==> src/rtl/barrett_mu_if.sv <==
// Request/result bundle between a modulus source and barrett_mu_precompute.
// Signal names are seen from the precompute block's side.
interface barrett_mu_if #(
  parameter int WIDTH = 64
);
  logic             start_i;
  logic [WIDTH-1:0] m_i;
  logic             busy_o;
  logic             valid_o;
  logic [WIDTH-1:0] m_o;
  logic [WIDTH-1:0] mu_o;
  logic             err_o;

  modport master (
    output start_i, m_i,
    input  busy_o, valid_o, m_o, mu_o, err_o
  );

  modport slave (
    input  start_i, m_i,
    output busy_o, valid_o, m_o, mu_o, err_o
  );
endinterface

==> src/rtl/barrett_mu_precompute.sv <==
// Derives mu = floor(2^SHIFT / m) with a bit-serial restoring divider for the Barrett reducer.
// Optional last-result cache enabled by defining BARRETT_MU_CACHE_EN.
module barrett_mu_precompute #(
  parameter int WIDTH = 64,
  parameter int SHIFT = 64
) (
  input logic         clk_i,
  input logic         rst_ni,
  barrett_mu_if.slave bus
);
  localparam int CW = $clog2(SHIFT + 1);
  localparam logic [CW-1:0] CNT_TOP = CW'(SHIFT);

  typedef enum logic [1:0] {
    IDLE = 2'd0,
    CALC = 2'd1,
    DONE = 2'd2
  } state_e;

  state_e           state_q;
  logic [WIDTH-1:0] m_q;
  logic [WIDTH:0]   r_q;
  logic [SHIFT:0]   q_q;
  logic [CW-1:0]    cnt_q;
  logic             busy_q;
  logic             valid_q;
  logic             err_q;
  logic [WIDTH-1:0] mo_q;
  logic [WIDTH-1:0] mu_q;

  logic             din_d;
  logic [WIDTH:0]   r_shift_d;
  logic [WIDTH:0]   r_d;
  logic             q_bit_d;
  logic [SHIFT:0]   q_d;
  logic             bad_d;
  logic             hit_d;
  logic [WIDTH-1:0] cache_mu_d;

`ifdef BARRETT_MU_CACHE_EN
  logic             cache_vld_q;
  logic [WIDTH-1:0] cache_m_q;
  logic [WIDTH-1:0] cache_mu_q;

  assign hit_d      = cache_vld_q && (cache_m_q == m_q);
  assign cache_mu_d = cache_mu_q;
`else
  assign hit_d      = 1'b0;
  assign cache_mu_d = '0;
`endif

  // One restoring-division step; the dividend 2^SHIFT has a single 1 at bit SHIFT.
  always_comb begin
    din_d     = (cnt_q == CNT_TOP);
    r_shift_d = (WIDTH + 1)'({r_q, din_d});
    if (r_shift_d >= {1'b0, m_q}) begin
      r_d     = r_shift_d - {1'b0, m_q};
      q_bit_d = 1'b1;
    end else begin
      r_d     = r_shift_d;
      q_bit_d = 1'b0;
    end
    q_d   = (SHIFT + 1)'({q_q, q_bit_d});
    bad_d = (m_q < WIDTH'(2));
  end

  // Control FSM with registered handshake and result outputs.
  always_ff @(posedge clk_i or negedge rst_ni) begin
    if (!rst_ni) begin
      state_q     <= IDLE;
      m_q         <= '0;
      r_q         <= '0;
      q_q         <= '0;
      cnt_q       <= '0;
      busy_q      <= 1'b0;
      valid_q     <= 1'b0;
      err_q       <= 1'b0;
      mo_q        <= '0;
      mu_q        <= '0;
`ifdef BARRETT_MU_CACHE_EN
      cache_vld_q <= 1'b0;
      cache_m_q   <= '0;
      cache_mu_q  <= '0;
`endif
    end else begin
      valid_q <= 1'b0;
      case (state_q)
        IDLE: begin
          if (bus.start_i) begin
            m_q     <= bus.m_i;
            r_q     <= '0;
            q_q     <= '0;
            cnt_q   <= CNT_TOP;
            busy_q  <= 1'b1;
            state_q <= CALC;
          end else begin
            busy_q  <= 1'b0;
          end
        end
        CALC: begin
          // Rejected moduli and cache hits resolve in the first cycle, before any division step lands.
          if ((cnt_q == CNT_TOP) && (bad_d || hit_d)) begin
            state_q <= DONE;
            valid_q <= 1'b1;
            mo_q    <= m_q;
            err_q   <= bad_d;
            mu_q    <= bad_d ? '0 : cache_mu_d;
          end else if (cnt_q == '0) begin
            state_q <= DONE;
            valid_q <= 1'b1;
            mo_q    <= m_q;
            err_q   <= 1'b0;
            mu_q    <= WIDTH'(q_d);
`ifdef BARRETT_MU_CACHE_EN
            cache_vld_q <= 1'b1;
            cache_m_q   <= m_q;
            cache_mu_q  <= WIDTH'(q_d);
`endif
          end else begin
            r_q   <= r_d;
            q_q   <= q_d;
            cnt_q <= cnt_q - CW'(1);
          end
        end
        DONE: begin
          busy_q  <= 1'b0;
          state_q <= IDLE;
        end
        default: begin
          busy_q  <= 1'b0;
          state_q <= IDLE;
        end
      endcase
    end
  end

  assign bus.busy_o  = busy_q;
  assign bus.valid_o = valid_q;
  assign bus.err_o   = err_q;
  assign bus.m_o     = mo_q;
  assign bus.mu_o    = mu_q;
endmodule

==> src/flat_wrapper.sv <==
// flat-port wrapper written by rule: the top's interface ports become plain ports
module barrett_mu_precompute_flat 
#(
  parameter int WIDTH = 64,
  parameter int SHIFT = 64
)
  (clk_i, rst_ni, bus_start_i, bus_m_i, bus_busy_o, bus_valid_o, bus_m_o, bus_mu_o, bus_err_o);
  barrett_mu_if #(.WIDTH(WIDTH)) bus_i ();
  input logic clk_i;
  input logic rst_ni;
  input wire logic [$bits(bus_i.start_i)-1:0] bus_start_i;
  input wire logic [$bits(bus_i.m_i)-1:0] bus_m_i;
  output wire logic [$bits(bus_i.busy_o)-1:0] bus_busy_o;
  output wire logic [$bits(bus_i.valid_o)-1:0] bus_valid_o;
  output wire logic [$bits(bus_i.m_o)-1:0] bus_m_o;
  output wire logic [$bits(bus_i.mu_o)-1:0] bus_mu_o;
  output wire logic [$bits(bus_i.err_o)-1:0] bus_err_o;
  assign bus_i.start_i = bus_start_i;
  assign bus_i.m_i = bus_m_i;
  assign bus_busy_o = bus_i.busy_o;
  assign bus_valid_o = bus_i.valid_o;
  assign bus_m_o = bus_i.m_o;
  assign bus_mu_o = bus_i.mu_o;
  assign bus_err_o = bus_i.err_o;
  barrett_mu_precompute #(.WIDTH(WIDTH), .SHIFT(SHIFT)) u_core (.clk_i(clk_i), .rst_ni(rst_ni), .bus(bus_i));
endmodule
==> config.mk <==
export PLATFORM = sky130hd
export DESIGN_NAME = barrett_mu_precompute_flat
export DESIGN_NICKNAME = d
export VERILOG_FILES = /design/src/rtl/barrett_mu_if.sv /design/src/rtl/barrett_mu_precompute.sv /design/src/flat_wrapper.sv
export SDC_FILE = /design/constraint.sdc
export NUM_CORES = 1
export LEC_CHECK = 0
export CAP_MARGIN = 30
export CORE_ASPECT_RATIO = 0.75
export CORE_MARGIN = 2
export CORE_UTILIZATION = 40
export DETAILED_ROUTE_END_ITERATION = 12
export PLACE_DENSITY = 0.67
export SYNTH_ARGS = -nofsm -noshare
export SYNTH_HDL_FRONTEND = slang
export SYNTH_SLANG_ARGS = --single-unit
==> constraint.sdc <==
create_clock -name clk_i -period 10.4 [get_ports clk_i]
set_input_delay 1.04 -clock clk_i [delete_from_list [all_inputs] [get_ports clk_i]]
set_output_delay 1.04 -clock clk_i [all_outputs]
set_load 0.01 [all_outputs]
* Word level (Yosys, flattened, before mapping)
Index checks and enable logic that the tools add are counted.
** Storage, ports and cells
- Memory bits (read-only) :: 0
- Flip-flop bits (word level) :: 331
- Word-level logic and storage cells :: 57
- Output and inout port bits :: 131
- Latch bits :: 0
- RAM bits :: 0
- Memories :: 0
** Cells by class
- Multiply operators :: 0
- $add $sub $neg :: 2
- Eq/ne operators :: 6
- Mux-type cells :: 28
- Bitwise logic cells :: 0
- Reduce and logical (&&, ||, !) cells :: 9
- Shifts and indexed selects :: 0
- Magnitude comparators :: 2
- Divide/modulo/power cells :: 0
** Operator list (number)
- two-way mux 64 bit :: 8
- one-hot mux 64 bit (2 select lines) :: 1
- two-way mux 63 bit :: 2
- one-hot mux 63 bit (2 select lines) :: 1
- >= comparator 65 x 64 -> 1 bit :: 1
- < comparator 64 x 2 -> 1 bit (second input constant) :: 1
- subtractor 64 bit :: 1
- two-way mux 7 bit :: 3
- one-hot mux 7 bit (2 select lines) :: 1
- == test 7 bit (second input constant) :: 1
- logical NOT 7 bit :: 1
- two-way mux 1 bit :: 7
- subtractor 7 x 1 -> 7 bit (second input constant) :: 1
- two-way mux 2 bit :: 3
- != test 2 bit (second input constant) :: 3
- AND reduction 2 bit :: 3
- one-hot mux 2 bit (2 select lines) :: 1
- AND reduction 4 bit :: 1
- nonzero test 2 bit :: 2
- != test 3 x 1 -> 1 bit (second input constant) :: 1
- == test 2 x 1 -> 1 bit (second input constant) :: 1
- logical NOT 2 bit :: 1
- one-hot mux 1 bit (2 select lines) :: 1
- logical AND 1 bit :: 1

* Depth between registers and ports, before layout
- Word-level depth :: 6
- Depth in mapped cells :: 17
- Gate-level depth less buffers :: 17

* Least setup slack after synthesis
OpenSTA, ideal clock, no wires.
- Path kind :: register to register
- Start point :: register u_core.cnt_q[2]
- End point :: register u_core.r_q[59]
- Buffers on the path :: 1
- Data arrival time :: 3.407 ns
- Setup slack :: 6.869 ns
- Cell stages (with the launch flop) :: 16
- Library setup time :: 0.124 ns
- Clock period less this slack :: 3.531 ns
- Data required time :: 10.276 ns
- Cell sequence :: dfrtp_1 or3_1 nor3b_1 nand2_1 ha_1 nor2b_1 o2111ai_1 a211oi_2 o31ai_2 o211ai_2 a21oi_2 o41ai_4 buf_4 mux2i_1 a21oi_1 a211o_1
** On the way
- Cells in the longest elaborated chain, start to end :: 6
- Elaborated cells on any way between the ends :: 12
** Ends and longest elaborated chain
- start, declared :: RTL line barrett_mu_precompute.sv:24 : logic [CW-1:0] cnt_q;
- start signal, assigned :: RTL line barrett_mu_precompute.sv:122 : cnt_q <= cnt_q - CW'(1);
- == test 7 bit :: RTL line barrett_mu_precompute.sv:54, barrett_mu_precompute.sv:102
- subtractor 64 bit / >= comparator 65 x 64 -> 1 bit (equally long branches) :: RTL line barrett_mu_precompute.sv:57, barrett_mu_precompute.sv:56
- two-way mux 64 bit :: RTL line barrett_mu_precompute.sv:56 : if (r_shift_d >= {1'b0, m_q}) begin
- two-way mux 64 bit :: RTL line barrett_mu_precompute.sv:108 : end else if (cnt_q == '0) begin
- two-way mux 64 bit :: RTL line barrett_mu_precompute.sv:102 : if ((cnt_q == CNT_TOP) && (bad_d || hit_d)) begin
- one-hot mux 64 bit (2 select lines) :: RTL line barrett_mu_precompute.sv:87 : case (state_q)
- end signal, assigned :: RTL line barrett_mu_precompute.sv:120 : r_q <= r_d;
- end, declared :: RTL line barrett_mu_precompute.sv:22 : logic [WIDTH:0] r_q;
Parallel ways exist; a longest one is shown, timed or not. The select of a mux whose other input is x is not followed.
A chain may end at the register's enable or synchronous reset.

* Worst setup path in the final report
- Start point :: register u_core.cnt_q[2]
- End point :: register u_core.r_q[50]
Same word-level chain as after synthesis.

==> metrics.txt <==
status complete, no violations; sequential share of the synthesized area 49.27%; DP HPWL 32.53 mm; max_cap viols 0; Leakage 0.009396 uW; synthesized instance count 1,849; DR iter-0 viols 1,143; Reg clk slew, reported paths 0.06 ns; clock buffers created by TritonCTS 37; setup violators final 0; Rel. slew slack 33.21%; Req. time, crit path 10.77 ns; Worst-Margin Slew 0.9994 ns; final worst slack 5.699 ns; Tmin final 4.701 ns; CTS sink cnt 331; nature of the critical path startpoint register; Via density 5.407; crit end category register; multi-input logic area 7722 sq um; DRT Wirelength 46.23 mm; Die Y 181.5 microns; Clock Skew 0.02563 ns; CTS resizes 0; post-CTS setup buffer count 0; synthesized cell area 16,810 sq um; CTS tree yes; Mapped Nets 1,982; post-synth top area share 49.27%; CTS HTree Levels 2; drt drc 0; number of synthesized flops with an enable pin 0; vias in the first global route 13,422; share of cells above drive strength 1 5.219%; core area 41,720 sq um; Post-CTS Hold Fix Bufs 0; first-pass GRT wire length 75.13 mm; FILL cells 3,894; leading area contributor after synthesis dfrtp_1; Routability Congestion 0.9452; Fmax achieved 212.7 MHz; syn_area_per_cell 9.091 sq um; Design Power 8632 uW; ANT nets after route 0; Worst-Skew Late Latency 0.54 ns; final period utilization 45.21%; Worst EP arrival 5.07 ns; std cell rows 65; Synth async-reset ratio 100.0%; unrepaired setup endpoints after global routing no; nets 2,118; Yosys warning total 0; Die Area 43,700 sq um; clock root cell clkbuf_16; register area 8283 sq um; Overflow after GRT 0; die extent in x 240.7 microns; Crit Path Class reg2reg; routed vias 13,971; clk buf depth 3; synthesis-to-finish area growth 22.22%; crit-path max FO 66; Main synth FF type dfrtp_1; pre-CTS WS 5.800 ns; Wirelength per Cell 17.89 microns; Max Slew Vio Count 0; DRT Pass-1 Iters 5; Pwr per Cell Area 420.2 nW/um^2; number of top-level pins 198; TNS Setup 0 ns; Tightest Hold Check Type reg2reg; register bit total from synthesis 331; largest cells by area after synthesis dfrtp_1 49%, nand2_1 7.8%, o21ai_0 6.8%; synth unique cells 70; pin count of the biggest net entering global routing 123; total track usage 21.45%; VDD IR-drop max 194.2 uV; initial antenna violation count 4; Port-buffer cells 197; Starting Density 40.29%; Hold Fails Final Rpt 0
## kinds of logic after synthesis
| group | Yosys count | synth area share [%] |
|---|---|---|
| xor+xnor | 59 | 3.074 |
| compound gates | 530 | 20.06 |
| simple gates | 629 | 16.32 |
| buf+inv | 212 | 4.979 |
| fa+ha+maj | 66 | 4.957 |
| flops | 331 | 49.27 |
| mux | 22 | 1.332 |
## through the flow
step	instance area [sq um]	std cells	util [%]	hold slack, ns
finish	20540	2584	49.24	0.4756
global route	20540	2583	49.24	0.5056
CTS	20510	2580	49.16	0.4821
detailed placement	19230	2514	46.08	0.4716
global placement	19140	2510	45.88	0.4625
floorplan	16810	1849	-	0.4507
## metal layers
metal	vias to the layer above	GRT usage [%]	wire [microns]
met4	2	5.516	1004
met3	69	3.922	2976
met2	372	31.30	19810
met5	-	0	13
li1	6732	-	-
met1	6796	32.63	22420
## placed cells by master, fill, tap and decap left out, types with 6 or more instances in the layout
cell             synthesis  final
nand3_1                115    115
a21o_1                  33     33
nor3_1                  13     13
clkbuf_16                0     39
o21a_1                   9      9
inv_1                   95     95
o21ai_0                229    229
a211oi_1                 6      6
buf_4                    1     12
a22oi_1                 20     20
and3_1                  11     10
clkbuf_1                90      8
xor2_1                  20     20
nor2_1                  68     65
o21ai_1                  6      6
nand4_1                 29     29
a21oi_1                 86     86
nor4_1                  21     21
ha_1                    65     65
clkdlybuf4s50_1          0    196
mux2i_1                 19     19
and2_1                   7      6
dfrtp_1                331    331
a22o_1                  65     65
xnor2_1                 39     39
o21bai_1                22     22
nand2_1                349    348
## synthesized netlist by cell type (7+ instances only)
cell / count
o21bai_1: 22
nor4_1: 21
and2_1: 7
a21oi_1: 86
nand2_1: 349
dfrtp_1: 331
inv_1: 95
o21ai_0: 229
a22oi_1: 20
mux2i_1: 19
o21a_1: 9
clkbuf_1: 90
nor2_1: 68
xnor2_1: 39
a22o_1: 65
xor2_1: 20
buf_2: 15
nand4_1: 29
nor3_1: 13
and3_1: 11
nand3_1: 115
a21o_1: 33
ha_1: 65
## sequential cells by signal (all words and copies together), names as in the netlist
signal / count
u_core.bus.busy_o: 1
u_core.bus.err_o: 1
u_core.bus.m_o: 64
u_core.bus.mu_o: 64
u_core.bus.valid_o: 1
u_core.cnt_q: 7
u_core.m_q: 64
u_core.q_q: 63
u_core.r_q: 64
u_core.state_q: 2
## final timing paths
path / slack (ns) / depth (start not counted) / end / start
max in group asynchronous: 7.67 / 4 / u_core.r_q[48] / rst_ni
hold / removal: 0.48 / 2 / u_core.bus.m_o[20] / u_core.bus.m_o[20]
setup reg to reg: 5.70 / 16 / u_core.r_q[50] / u_core.cnt_q[2]
setup / recovery: 5.70 / 16 / u_core.r_q[50] / u_core.cnt_q[2]
hold reg to reg: 0.48 / 2 / u_core.bus.m_o[20] / u_core.bus.m_o[20]
min in group asynchronous: 0.58 / 1 / u_core.bus.mu_o[15] / rst_ni
## layout make-up
type / count / share of cell area (%)
clock inverter: 14 / 1.017
inverter: 95 / 1.736
timing repair buffer: 214 / 10.61
tap: 569 / 3.465
clock buffer: 52 / 5.231
sequential: 331 / 40.32
antenna: 3 / 0.03654
multi-input combinational: 1306 / 37.59
## critical path: stages (launching register included)
cell and delay [ns]:
dfrtp_1 0.41, or3_1 0.40, nor3b_1 0.46, nand2_1 0.15, ha_1 0.22, nor2b_1 0.16
o2111ai_1 0.23, a211oi_2 0.30, o31ai_2 0.14, o211ai_2 0.34, a21oi_2 0.15, o41ai_4 0.24
buf_4 0.70, nor2_2 0.13, buf_8 0.21, a22oi_1 0.16, o21ai_0 0.12
## power by group
group / total (uW) / switching [uW] / internal (uW) / leakage, uW
combinational: 4960 / 2920 / 2030 / 0.00448
sequential: 2300 / 405 / 1890 / 0.00429
clock: 1380 / 530 / 847 / 0.000629
(Power assumes the default switching activity.)
